`src/rtl/sqrt_datapath_if.sv`:
```
// rtl/sqrt_datapath_if.sv - controller/datapath enable interface for the square-root unit
interface sqrt_datapath_if #(
    parameter int WIDTH = 8
);
    logic [WIDTH-1:0]   din;
    logic               en_a;
    logic               en_del;
    logic               en_sq;
    logic               en_out;
    logic               ld_add;
    logic               greater;
    logic [WIDTH/2-1:0] dout;
    logic               valid;

    modport master (
        output din, en_a, en_del, en_sq, en_out, ld_add,
        input  greater, dout, valid
    );

    modport slave (
        input  din, en_a, en_del, en_sq, en_out, ld_add,
        output greater, dout, valid
    );
endinterface

```
`src/rtl/sqrt_datapath.sv`:
```
// rtl/sqrt_datapath.sv - integer square-root datapath summing successive odd numbers
module sqrt_datapath #(
    parameter int WIDTH = 8
) (
    input  logic         clk,
    input  logic         clr,
    sqrt_datapath_if.slave bus
);
    localparam int HW = WIDTH / 2;
    localparam int DW = HW + 2;

    // SQ tracks (k+1)^2 and DEL tracks 2k+3 after k adds; SQ reaches 2^WIDTH at most
    logic [WIDTH-1:0] a;
    logic [WIDTH:0]   sq;
    logic [DW-1:0]    del;
    logic             load_any;

    assign bus.greater = sq > {1'b0, a};
    assign load_any    = !bus.ld_add && (bus.en_a || bus.en_sq || bus.en_del);

    // Operand register: loaded on a load cycle, held during accumulation
    always_ff @(posedge clk or posedge clr) begin
        if (clr)
            a <= '0;
        else if (bus.en_a && !bus.ld_add)
            a <= bus.din;
    end

    // Running square: saturates once it exceeds A so late add cycles are harmless
    always_ff @(posedge clk or posedge clr) begin
        if (clr)
            sq <= (WIDTH+1)'(1);
        else if (bus.en_sq) begin
            if (!bus.ld_add)
                sq <= (WIDTH+1)'(1);
            else if (!bus.greater)
                sq <= sq + (WIDTH+1)'(del);
        end
    end

    // Odd increment: steps by two alongside SQ and freezes with it
    always_ff @(posedge clk or posedge clr) begin
        if (clr)
            del <= DW'(3);
        else if (bus.en_del) begin
            if (!bus.ld_add)
                del <= DW'(3);
            else if (!bus.greater)
                del <= del + DW'(2);
        end
    end

    // Result register: root is (DEL>>1)-1, taken from the pre-edge DEL
    always_ff @(posedge clk or posedge clr) begin
        if (clr)
            bus.dout <= '0;
        else if (bus.en_out)
            bus.dout <= del[HW:1] - HW'(1);
    end

    // Valid flag: a new load invalidates the result, and wins over en_out
    always_ff @(posedge clk or posedge clr) begin
        if (clr)
            bus.valid <= 1'b0;
        else if (load_any)
            bus.valid <= 1'b0;
        else if (bus.en_out)
            bus.valid <= 1'b1;
    end
endmodule

```
`src/flat_wrapper.sv`:
```
// flat-port wrapper written by rule: the top's interface ports become plain ports
module sqrt_datapath_flat 
#(
    parameter int WIDTH = 8
)
  (clk, clr, bus_din, bus_en_a, bus_en_del, bus_en_sq, bus_en_out, bus_ld_add, bus_greater, bus_dout, bus_valid);
  sqrt_datapath_if #(.WIDTH(WIDTH)) bus_i ();
  input  logic clk;
  input  logic clr;
  input wire logic [$bits(bus_i.din)-1:0] bus_din;
  input wire logic [$bits(bus_i.en_a)-1:0] bus_en_a;
  input wire logic [$bits(bus_i.en_del)-1:0] bus_en_del;
  input wire logic [$bits(bus_i.en_sq)-1:0] bus_en_sq;
  input wire logic [$bits(bus_i.en_out)-1:0] bus_en_out;
  input wire logic [$bits(bus_i.ld_add)-1:0] bus_ld_add;
  output wire logic [$bits(bus_i.greater)-1:0] bus_greater;
  output wire logic [$bits(bus_i.dout)-1:0] bus_dout;
  output wire logic [$bits(bus_i.valid)-1:0] bus_valid;
  assign bus_i.din = bus_din;
  assign bus_i.en_a = bus_en_a;
  assign bus_i.en_del = bus_en_del;
  assign bus_i.en_sq = bus_en_sq;
  assign bus_i.en_out = bus_en_out;
  assign bus_i.ld_add = bus_ld_add;
  assign bus_greater = bus_i.greater;
  assign bus_dout = bus_i.dout;
  assign bus_valid = bus_i.valid;
  sqrt_datapath #(.WIDTH(WIDTH)) u_core (.clk(clk), .clr(clr), .bus(bus_i));
endmodule
```
`config.mk`:
```
export PLATFORM = sky130hd
export DESIGN_NAME = sqrt_datapath_flat
export DESIGN_NICKNAME = d
export VERILOG_FILES = /design/src/rtl/sqrt_datapath_if.sv /design/src/rtl/sqrt_datapath.sv /design/src/flat_wrapper.sv
export SDC_FILE = /design/constraint.sdc
export NUM_CORES = 1
export LEC_CHECK = 0
export BUFFER_PORTS_ARGS = -buffer_cell sky130_fd_sc_hd__clkbuf_2
export CAP_MARGIN = 20
export CORE_MARGIN = 4
export CORE_UTILIZATION = 38
export DETAILED_ROUTE_END_ITERATION = 12
export PLACE_DENSITY = 0.58
export SLEW_MARGIN = 10
export SYNTH_ARGS = -nofsm -noshare
export SYNTH_HDL_FRONTEND = slang
export SYNTH_SLANG_ARGS = --single-unit
```
`constraint.sdc`:
```
create_clock -name clk -period 5.55 [get_ports clk]
set_clock_uncertainty 0.15 [all_clocks]
set_input_delay 1.11 -clock clk [delete_from_list [all_inputs] [get_ports clk]]
set_output_delay 1.11 -clock clk [all_outputs]
set_load 0.1 [all_outputs]
```
==> implementation parameters <==
Parameter                              Value

Status
  Outcome ... completed

Synthesis
  EDFF count, synth ... 0
  Most area-hungry cell type in the Yosys netlist ... dfrtp_1
  Leading cell type by number of instances after synthesis ... dfrtp_1
  Average cell area after synthesis ... approximately 9.7 sq um
  Synthesized netlist cell count ... roughly 170
  Async set-or-reset flop fraction in the synthesized netlist ... 100%
  Compound-cell area share of the yosys netlist ... 20.6%
  Number of different library cells in the post-synthesis netlist ... 45
  Main flop type after synthesis ... dfrtp_1
  Leading post-synthesis cells by instance count ... dfrtp_1, nand2_1, inv_1, ha_1, o21ai_0
  Total standard cell area after synthesis ... roughly 1700 sq um
  Largest family of logic cells by synthesized area ... compound AO/OA/AOI/OAI gates
  Fraction of the yosys area taken by sequential cells ... 42.2%
  Warning count from the yosys run ... 0
  Area share of the largest cell type after synthesis ... 37.5%
  Synth area leaders ... dfrtp_1, ha_1, dfstp_2, nand2_1, inv_1
  Synth Area in Simple Gates ... 13.9%
  Net Count, Synth ... about 200
  XOR/XNOR Fraction of Synth Area ... 2.62%
  Fraction of the mapped netlist area in adder cells ... 13.2%
  #FFs+latches synth ... 28
  Portion of netlist area occupied by mux cells ... roughly 2%

Finish
  Diode count ... 0
  Layout area overhead ... 14.8%
  Fill cell instance count of the final layout ... about 420
  Final Net Count ... 226
  Proportion of layout cells with a drive suffix above 1 ... 18.7%

CTS
  Htree depth ... 1
  Clk_lat worst skew ... 0.28 ns
  Clk Tree Root Cell ... clkbuf_8
  CTS sink count ... 28
  Setup repair bufs after CTS ... 0
  CTS tree ... done
  # resized after CTS ... 0
  Clock transition time at the flip-flop clock pins of the worst setup and hold paths ... 0.10 ns
  Hold-fix buffers at CTS ... 0
  Number of buffers on the longest clock path ... 2
  CTS buffer count ... 3

Setup path
  R2r setup slk ... 2.95 ns
  Worst endpoint data arrival time ... 2.41 ns
  Required time of the critical path ... between 4 and 5 ns
  Maximum fanout encountered on the critical timing path ... 10
  Slowest stage delay, CP ... between 0.4 and 0.5 ns
  Launching element type of the critical path ... register
  Source of the critical timing path ... u_core.sq[6]$_DFFE_PP0P_
  Source of the worst register-to-register timing path ... u_core.sq[0]$_DFFE_PP1P_
  List of cells traversed by the critical path ... ha_1 -> a21o_1 -> a211o_1 -> o211ai_4 -> inv_4 -> clkbuf_2
  Slowest stage cell on the critical path ... dfrtp_1
  Crit path capture type ... output port
  Classification of the worst setup path ... register to output port

Pwr
  Areal power density over the cells ... 488 nW/um^2
  Leakage power total ... 0.954 nW
  Peak ir drop on the vdd network ... 0.000214 V
  Total power after layout ... slightly above 0.0009 W

Flow run
  Max capacitance violation total ... 0

Floorplan
  Area of the core ... 4120 sq um
  DIE HEIGHT ... 74.3 microns
  Starting density of the core ... around 40%
  Die ar. ... 5520 sq um
  Number of rows in the core area ... 23
  Horizontal die dimension ... about 74 microns
  Ports ... 21

Timing
  Worst-case headroom to the max-slew limit ... between 40% and 50%
  Max-slew violation count ... 0
  Actual slew at the worst max-slew pin ... approximately 0.87 ns
  Unrepaired setup endpoints after global routing ... false
  Tmin final ... approximately 3.7 ns
  Setup TNS ... 0 ns
  Fmax achieved ... 273 MHz
  Count of final setup violators ... 0
  Hold Fails Final Rpt ... 0
  Worst hold slack after final layout ... 0.359 ns
  Post-route fraction of the period consumed by the critical path ... around 66%

Min path
  Hold Crit Class ... register to register
  Startpoint of the most critical hold path ... u_core.del[0]$_DFFE_PP1P_

Routing
  Drt first pass iters ... 4
  Wire length after detailed routing ... around 3600 microns
  Initial DRC Count ... 42
  Routed length per instance ... ~15 microns
  Post-DR vias/cell ... 5.43
  Number of routed nets with antenna violations ... 0
  Count of vias placed by the detailed router ... around 1.3k
  Number of remaining DRC errors ... 0

Global route
  Number of antenna violations at the first check in global routing ... 0
  Global-route congestion overflow total ... 0
  First-pass GRT wire length ... 6270 microns
  Largest net degree at the start of global routing ... 29
  Combined global-route utilization of all metal layers ... ~14%
  Vias in the first global route ... 1405

Placed design
  Routability Congestion ... 0.882
  Number of port buffers ... 20
  Placed wire-length estimate after detailed placement ... 2780 microns
-- state kept, by name (all words and copies together), names as in the netlist --
signal,flops
u_core.sq,9
u_core.a,8
u_core.del,6
u_core.bus.dout,4
u_core.bus.valid,1
-- per-layer routing --
metal  track usage, %  vias to the layer above  part of all wire (%)
li1                 -                      657                     -
met1             19.8                      635                    48
met2             23.8                       23                    48
met3             2.03                        4                   3.4
met4             3.56                        0                  0.64
met5                0                        -                     0
-- critical path, delay by kind of cell, from the launching register on --
| family | cells | cell delay [ns] |
|---|---|---|
| adders and majority gates | 1 | 0.33 |
| buffers and inverters | 2 | 0.48 |
| DFF | 1 | 0.46 |
| AOI/OAI and AO/OA | 3 | 0.85 |
-- per-stage QoR --
| step | utilization (%) | cells | worst slack, ns | cell area [sq um] |
|---|---|---|---|---|
| floorplan | - | 172 | 2.58 | 1670 |
| global placement | 44.1 | 238 | 2.26 | 1820 |
| detailed placement | 44.1 | 238 | 2.22 | 1820 |
| CTS | 45.9 | 242 | 1.88 | 1890 |
| global route | 46.5 | 243 | 1.79 | 1920 |
| finish | 46.5 | 243 | 1.88 | 1920 |
-- kinds of logic after synthesis --
logic type / after synthesis
DFF: 28
buffers and inverters: 24
AOI/OAI and AO/OA: 47
xor gates and xnor gates: 5
muxes: 3
and+or+nand+nor: 48
adders and majority gates: 17
-- cell type report --
type | count | area (sq um) | area share, %
clock inverters | 1 | 30.0 | 1.57
flip-flops and latches | 28 | 704 | 36.8
multi-input cells | 120 | 872 | 45.5
clock buffers | 3 | 41.3 | 2.16
inverters | 20 | 77.6 | 4.05
well taps | 50 | 62.6 | 3.27
repair buffers | 21 | 128 | 6.66
-- worst paths after layout --
path                                             end  cells after the start
setup / recovery                         bus_greater                      6
hold / removal             u_core.del[0]$_DFFE_PP1P_                      1
setup reg to reg            u_core.sq[6]$_DFFE_PP0P_                      8
hold reg to reg            u_core.del[0]$_DFFE_PP1P_                      1
max in group asynchronous   u_core.sq[0]$_DFFE_PP1P_                      3
min in group asynchronous    u_core.a[7]$_DFFE_PP0P_                      2
-- power breakdown --
part / switching (W) / leakage [nW] / internal [W]
combinational: 0.000304 / 0.566 / 0.000159
clock: 0.0000659 / 0.0357 / 0.0000966
sequential: 0.0000512 / 0.353 / 0.000257
-- cells in the final DEF, fill, tap and decap left out, drive strengths merged, types with 2 or more instances in the layout --
cell,netlist,layout
o21ai,13,13
o211ai,2,2
o31ai,2,2
inv,20,19
a31o,2,2
nor2,11,11
or3b,2,2
nand2,20,20
o22a,2,2
o311ai,2,2
ha,16,16
a21o,2,2
nor2b,2,2
o41ai,2,2
mux2,2,2
a21oi,5,5
dfstp,3,3
clkbuf,4,23
dfrtp,25,25
xnor2,5,5
nor3,2,2
nand4,3,3
a22o,4,4
nand2b,2,2
nand3,2,2
a211oi,2,2
(Power assumes the default switching activity.)
